<file path="src/rtl/a2_bridge_sequencer.sv">
// a2_bridge_sequencer
//   Owns the shared A2 bridge port (sel/rd/wr/d_o/d_oe/d_i). Runs the
//   post-reset GPIO init write, polls the control byte (sel 0) while idle,
//   and arbitrates single-byte bridge transactions between NUM_REQ requesters
//   (fixed priority, index 0 highest, optional lock for back-to-back bytes).
//
// Ports
//   clk_logic, device_reset       clock, async active-high reset
//   req_i/lock_i/we_i [NUM_REQ]   per-channel request, lock, direction (1=write)
//   sel_i [2*NUM_REQ]             per-channel bridge select
//   wdata_i [8*NUM_REQ]           per-channel write byte
//   gnt_o/done_o [NUM_REQ]        one-hot accept / completion pulses
//   rdata_o [8]                   last read byte (held)
//   ctrl_in_o, ctrl_in_valid_o    last polled control byte + update pulse
//   busy_o, init_done_o           not-IDLE flag, init write completed
//   a2_bridge_*                   registered bridge pins, d_i bridge read data
module a2_bridge_sequencer #(
  parameter int unsigned NUM_REQ    = 4,
  parameter logic [7:0]  INIT_VALUE = 8'hFF
) (
  input  logic                 clk_logic,
  input  logic                 device_reset,
  input  logic [NUM_REQ-1:0]   req_i,
  input  logic [NUM_REQ-1:0]   lock_i,
  input  logic [2*NUM_REQ-1:0] sel_i,
  input  logic [NUM_REQ-1:0]   we_i,
  input  logic [8*NUM_REQ-1:0] wdata_i,
  output logic [NUM_REQ-1:0]   gnt_o,
  output logic [NUM_REQ-1:0]   done_o,
  output logic [7:0]           rdata_o,
  output logic [7:0]           ctrl_in_o,
  output logic                 ctrl_in_valid_o,
  output logic                 busy_o,
  output logic                 init_done_o,
  output logic [1:0]           a2_bridge_sel_o,
  output logic                 a2_bridge_rd_o,
  output logic                 a2_bridge_wr_o,
  output logic [7:0]           a2_bridge_d_o,
  output logic                 a2_bridge_d_oe_o,
  input  logic [7:0]           a2_bridge_d_i
);

  localparam int unsigned IDXW = (NUM_REQ > 1) ? $clog2(NUM_REQ) : 1;

  typedef enum logic [3:0] {
    INIT0, INIT1, INIT2, IDLE, RD0, RD1, WR0, WR1, WR2
  } state_e;

  state_e              state_q, state_d;
  logic [IDXW-1:0]     ch_q, ch_d;
  logic [1:0]          csel_q, csel_d;
  logic [7:0]          cwdata_q, cwdata_d;

  logic                win_found;
  logic [IDXW-1:0]     win_idx;
  logic                start, finish;
  logic [IDXW-1:0]     start_idx;
  logic [NUM_REQ-1:0]  gnt_d, done_d;

  logic [1:0]          sel_q, sel_d;
  logic                rd_q, rd_d, wr_q, wr_d, oe_q, oe_d;
  logic [7:0]          dout_q, dout_d;
  logic [7:0]          rdata_q, ctrl_q;
  logic                ctrl_v_q, init_done_q;
  logic [NUM_REQ-1:0]  gnt_q, done_q;

  // Fixed-priority pick: lowest requesting index.
  always_comb begin
    win_found = 1'b0;
    win_idx   = '0;
    for (int unsigned i = 0; i < NUM_REQ; i++) begin
      if (req_i[i] && !win_found) begin
        win_found = 1'b1;
        win_idx   = IDXW'(i);
      end
    end
  end

  // Next state. A locked channel re-enters RD0/WR0 directly from RD1/WR2 and
  // recaptures its select/data there, so nobody else can slip in between.
  always_comb begin
    state_d   = state_q;
    ch_d      = ch_q;
    csel_d    = csel_q;
    cwdata_d  = cwdata_q;
    start     = 1'b0;
    finish    = 1'b0;
    start_idx = ch_q;
    case (state_q)
      INIT0: state_d = INIT1;
      INIT1: state_d = INIT2;
      INIT2: state_d = IDLE;
      IDLE: begin
        if (win_found) begin
          start     = 1'b1;
          start_idx = win_idx;
        end
      end
      RD0:   state_d = RD1;
      WR0:   state_d = WR1;
      WR1:   state_d = WR2;
      RD1, WR2: begin
        finish = 1'b1;
        if (lock_i[ch_q] && req_i[ch_q]) start = 1'b1;
        else                             state_d = IDLE;
      end
      default: state_d = INIT0;
    endcase
    if (start) begin
      ch_d     = start_idx;
      csel_d   = sel_i[32'(start_idx)*2 +: 2];
      cwdata_d = wdata_i[32'(start_idx)*8 +: 8];
      state_d  = we_i[start_idx] ? WR0 : RD0;
    end
  end

  // Bridge pin values for the state being entered, so the registered pins
  // line up with the state they belong to.
  always_comb begin
    sel_d  = 2'b00;
    rd_d   = 1'b0;
    wr_d   = 1'b0;
    oe_d   = 1'b0;
    dout_d = dout_q;
    gnt_d  = '0;
    done_d = '0;
    case (state_d)
      INIT0: begin dout_d = INIT_VALUE; oe_d = 1'b1; end
      INIT1: begin dout_d = INIT_VALUE; oe_d = 1'b1; wr_d = 1'b1; end
      IDLE:  rd_d = 1'b1;
      RD0, RD1: begin sel_d = csel_d; rd_d = 1'b1; end
      WR0: begin sel_d = csel_d; dout_d = cwdata_d; oe_d = 1'b1; end
      WR1: begin sel_d = csel_d; dout_d = cwdata_d; oe_d = 1'b1; wr_d = 1'b1; end
      default: ;
    endcase
    if (start)  gnt_d[start_idx] = 1'b1;
    if (finish) done_d[ch_q]     = 1'b1;
  end

  always_ff @(posedge clk_logic or posedge device_reset) begin
    if (device_reset) begin
      state_q     <= INIT0;
      ch_q        <= '0;
      csel_q      <= '0;
      cwdata_q    <= '0;
      sel_q       <= '0;
      rd_q        <= 1'b0;
      wr_q        <= 1'b0;
      oe_q        <= 1'b0;
      dout_q      <= '0;
      gnt_q       <= '0;
      done_q      <= '0;
      rdata_q     <= '0;
      ctrl_q      <= '1;
      ctrl_v_q    <= 1'b0;
      init_done_q <= 1'b0;
    end else begin
      state_q  <= state_d;
      ch_q     <= ch_d;
      csel_q   <= csel_d;
      cwdata_q <= cwdata_d;
      sel_q    <= sel_d;
      rd_q     <= rd_d;
      wr_q     <= wr_d;
      oe_q     <= oe_d;
      dout_q   <= dout_d;
      gnt_q    <= gnt_d;
      done_q   <= done_d;
      if (state_q == RD1) rdata_q <= a2_bridge_d_i;
      // Poll only when rd has already been high for a full idle cycle.
      ctrl_v_q <= (state_q == IDLE) && (state_d == IDLE);
      if ((state_q == IDLE) && (state_d == IDLE)) ctrl_q <= a2_bridge_d_i;
      if (state_q == INIT2) init_done_q <= 1'b1;
    end
  end

  assign gnt_o            = gnt_q;
  assign done_o           = done_q;
  assign rdata_o          = rdata_q;
  assign ctrl_in_o        = ctrl_q;
  assign ctrl_in_valid_o  = ctrl_v_q;
  assign busy_o           = (state_q != IDLE);
  assign init_done_o      = init_done_q;
  assign a2_bridge_sel_o  = sel_q;
  assign a2_bridge_rd_o   = rd_q;
  assign a2_bridge_wr_o   = wr_q;
  assign a2_bridge_d_o    = dout_q;
  assign a2_bridge_d_oe_o = oe_q;

endmodule
</file>
<file path="config.mk">
export PLATFORM = sky130hd
export DESIGN_NAME = a2_bridge_sequencer
export DESIGN_NICKNAME = d
export VERILOG_FILES = /design/src/rtl/a2_bridge_sequencer.sv
export SDC_FILE = /design/constraint.sdc
export NUM_CORES = 1
export LEC_CHECK = 0
export CAP_MARGIN = 10
export CORE_MARGIN = 2
export CORE_UTILIZATION = 39
export CTS_CLUSTER_DIAMETER = 150
export DETAILED_ROUTE_END_ITERATION = 8
export GPL_TIMING_DRIVEN = 0
export PLACE_DENSITY = 0.8
export RECOVER_POWER = 25
export SYNTH_ARGS = -nofsm -noshare
export SYNTH_HDL_FRONTEND = slang
export SYNTH_SLANG_ARGS = --single-unit
</file>
<file path="constraint.sdc">
create_clock -name clk_logic -period 2.1 [get_ports clk_logic]
set_input_delay 0.42 -clock clk_logic [delete_from_list [all_inputs] [get_ports clk_logic]]
set_output_delay 0.42 -clock clk_logic [all_outputs]
set_load 0.05 [all_outputs]
</file>
==> results.json <==
{
  "hold_buffers": 0,
  "clk_latency_ps": 310,
  "cts_tree": "built",
  "hold_violations": 0,
  "synth_edf_count": 0,
  "grt_pass1_vias": 2642,
  "min_to": "gnt_o[3]$_DFF_PP0_",
  "synth_cell_types": 48,
  "synth_mux_area_share_pct": 11.8,
  "vias": 2597,
  "detail-route-antenna-nets": 0,
  "syn_area_per_cell_um2": 10.9,
  "yosys-top-cells-area": "dfrtp_1 (42%), dfstp_2 (7.6%), a32oi_1 (6.9%)",
  "grt.overflow.total": 0,
  "setup_slack_ps": -50.4,
  "ys_warn_count": 0,
  "io_pins": 102,
  "drc": 0,
  "crit_arrival_ps": 2280,
  "placed_area_mm2": 0.00395,
  "finalCritPeriodShare_pct": 102,
  "netlist_instances": 254,
  "drtIter0Drc": 122,
  "critical_path_required_ps": 2230,
  "ff2ff_path_depth": 8,
  "slew_headroom_pct": 41.7,
  "drtPass1Iterations": 4,
  "path_clk_slew_ps": 100,
  "synthDominantCellAreaShare_pct": 42.4,
  "place.gp.congestion": 0.800,
  "synth.top_cells.by_count": "dfrtp_1 (47), inv_1 (23), a32oi_1 (22)",
  "num_rows": 30,
  "min_path_type": "in -> reg",
  "post_drt_via_cell_ratio": 5.41,
  "end_kind": "register",
  "fin_hold_ws_ps": 385,
  "clk_path_buf_depth": 2,
  "reg2reg_setup_slack_ps": -50,
  "initial_utilization_pct": 40.6,
  "rsz0062_at_grt": "yes",
  "synth_fp_nets": 316,
  "p_total_uw": 8060,
  "fin_tns_setup_ps": -587,
  "syn2layout_area_growth_pct": 59.0,
  "fp.dieW_um": 88.3,
  "dpl.hpwl_um": 5570,
  "ys_seq_area_share_pct": 50.0,
  "htree_levels": 2,
  "fmax_ghz": 0.465,
  "startpoint_type": "register",
  "drive_gt1_share_pct": 27.9,
  "instances_no_fill": 480,
  "skew_ps": 13.3,
  "wl_per_cell_um": 17.2,
  "async_flop_share_pct": 100,
  "setup.worst_path.class": "reg -> reg",
  "worst-slew-pin-transition_ps": 875,
  "slew_viol_final": 0,
  "leakagePower_uw": 0.00187,
  "synth_top_family_by_area": "compound AO/OA/AOI/OAI gates",
  "synthXorXnorAreaFrac_pct": 0.316,
  "drv_cap": 0,
  "synth_area_leader_cell": "dfrtp_1",
  "synth_area_mm2": 0.00277,
  "antenna_found_initial": 0,
  "peakVddDrop_uv": 881,
  "setup_viol": 18,
  "finish.instance_area_mm2": 0.00441,
  "synthFlopType": "dfrtp_1",
  "critPathMaxFanout": 8,
  "die_area_mm2": 0.00780,
  "min-delay-start": "req_i[3]",
  "synthMostInstantiatedCell": "dfrtp_1",
  "synth-simple-area-share_pct": 10.9,
  "fin_nets": 445,
  "grt_pass1_wl_um": 12800,
  "power_density_mw_per_mm2": 1830,
  "fp.coreArea_mm2": 0.00683,
  "holdPathStages": 3,
  "synth_adder_area_share_pct": 0,
  "clock-sinks": 55,
  "place_inst": 451,
  "r2r_start": "state_q[2]$_DFF_PP0_",
  "r2r-end": "a2_bridge_d_o[4]$_DFFE_PP0P_",
  "status": "finished with violations",
  "antenna_cells": 0,
  "track_usage_pct": 21.1,
  "portBuffers": 100,
  "grt_start_max_net_pins": 33,
  "synth_compound_area_share_pct": 19.8,
  "min_period_ps": 2150,
  "die_y_um": 88.3,
  "n_fill_cell": 560,
  "ys_ff_latch": 55,
  "numCtsBuffers": 5,
  "wirelength_um": 8240,
  "cts-root-buf": "clkbuf_8",
  "violations": "negative setup slack"
}
## sequential cells by signal, indices dropped and copies added, names as in the netlist
name and count:
done_o 4, cwdata_q 8, a2_bridge_sel_o 2, a2_bridge_d_o 8, gnt_o 4, ctrl_in_o 8, ch_q 2, a2_bridge_rd_o 1
a2_bridge_d_oe_o 1, init_done_o 1, state_q 4, csel_q 2, rdata_o 8, a2_bridge_wr_o 1, ctrl_in_valid_o 1
## through the flow
step | utilization [%] | setup slack (ps)
3_5_place_dp | 57.8 | -790
4_1_cts | 62.6 | 0.216
6_report | 64.5 | -50.4
2_1_floorplan | - | -8.25
3_3_place_gp | 57.4 | -754
5_1_grt | 64.5 | -111
## area by class of cell
cell class                 instances  area [um^2]  share of cell area (%)
tap                               96          120                    2.72
sequential                        55         1390                    31.5
timing repair buffer             123         1230                    28.0
multi-input combinational        159         1310                    29.7
inverter                          25          103                    2.33
buffer                            14          153                    3.46
clock buffer                       8          100                    2.27
## worst max-delay path by stage
stage | start | to | slack (ps)
6_report | state_q[2]$_DFF_PP0_ | a2_bridge_d_o[4]$_DFFE_PP0P_ | -50
5_1_grt | state_q[2]$_DFF_PP0_ | a2_bridge_d_o[0]$_DFFE_PP0P_ | -110
3_3_place_gp | req_i[1] | a2_bridge_d_o[2]$_DFFE_PP0P_ | -750
2_1_floorplan | req_i[0] | a2_bridge_sel_o[0]$_DFF_PP0_ | -8
3_5_place_dp | req_i[1] | a2_bridge_d_o[2]$_DFFE_PP0P_ | -790
4_1_cts | state_q[3]$_DFF_PP0_ | a2_bridge_d_o[0]$_DFFE_PP0P_ | 0.2
## logic make-up (layout without fill, tap and decap cells)
family                    count (synthesis)  after routing
DFF                                      55             55
AOI/OAI and AO/OA                        73             73
buffers and inverters                    40            170
muxes                                    27             27
xor gates and xnor gates                  1              1
and+or+nand+nor                          58             58
## report_power, final
group	total [uW]	switching (uW)	internal, uW
Sequential	1800	220	1580
Combinational	5640	3230	2400
Clock	631	329	302
Total	8060	3780	4280
## layout by cell type (no fill, tap or decap), types with 3 or more instances in the layout
master	synthesis	routed
clkdlybuf4s50_1	0	91
dfrtp_1	47	45
inv_1	23	21
buf_4	1	20
a32oi_1	22	18
nand2_1	18	17
o21ai_0	18	16
nor2_1	14	13
mux2_2	12	12
clkbuf_8	0	9
a21oi_1	9	8
dfstp_2	8	8
buf_6	5	7
nand3_1	7	7
nor3_1	5	4
a32oi_2	0	4
mux2i_2	0	4
mux2_1	4	4
buf_8	0	3
mux4_2	3	3
o21a_4	1	3
o22ai_1	3	3
mux2i_1	8	3
o21ai_1	1	3
buf_2	6	3
dlymetal6s2s_1	0	3
buf_12	0	3
## layer usage
layer	track usage (%)	up-vias	wire length (um)	share of wire, %
li1	-	1183	-	-
met1	25.9	1306	3250	39
met2	37.1	95	4400	53
met3	5.22	13	464	5.6
met4	5.65	0	123	1.5
met5	0	-	0	0
## critical path, cell delays in order (launching register included)
cell and delay (ps):
dfrtp_1 410, and4bb_4 400, a21o_1 160, buf_6 170
a21oi_2 60, o21a_2 260, o31ai_4 270, buf_12 160
a32oi_1 90
## timing repair
item,CTS,global route
endpoints found under the setup margin,37,30
gates cloned,1,0
gates resized for setup,39,27
buffers inserted,15,6
pin swaps,16,9
Power figures use the tool's default switching activity.
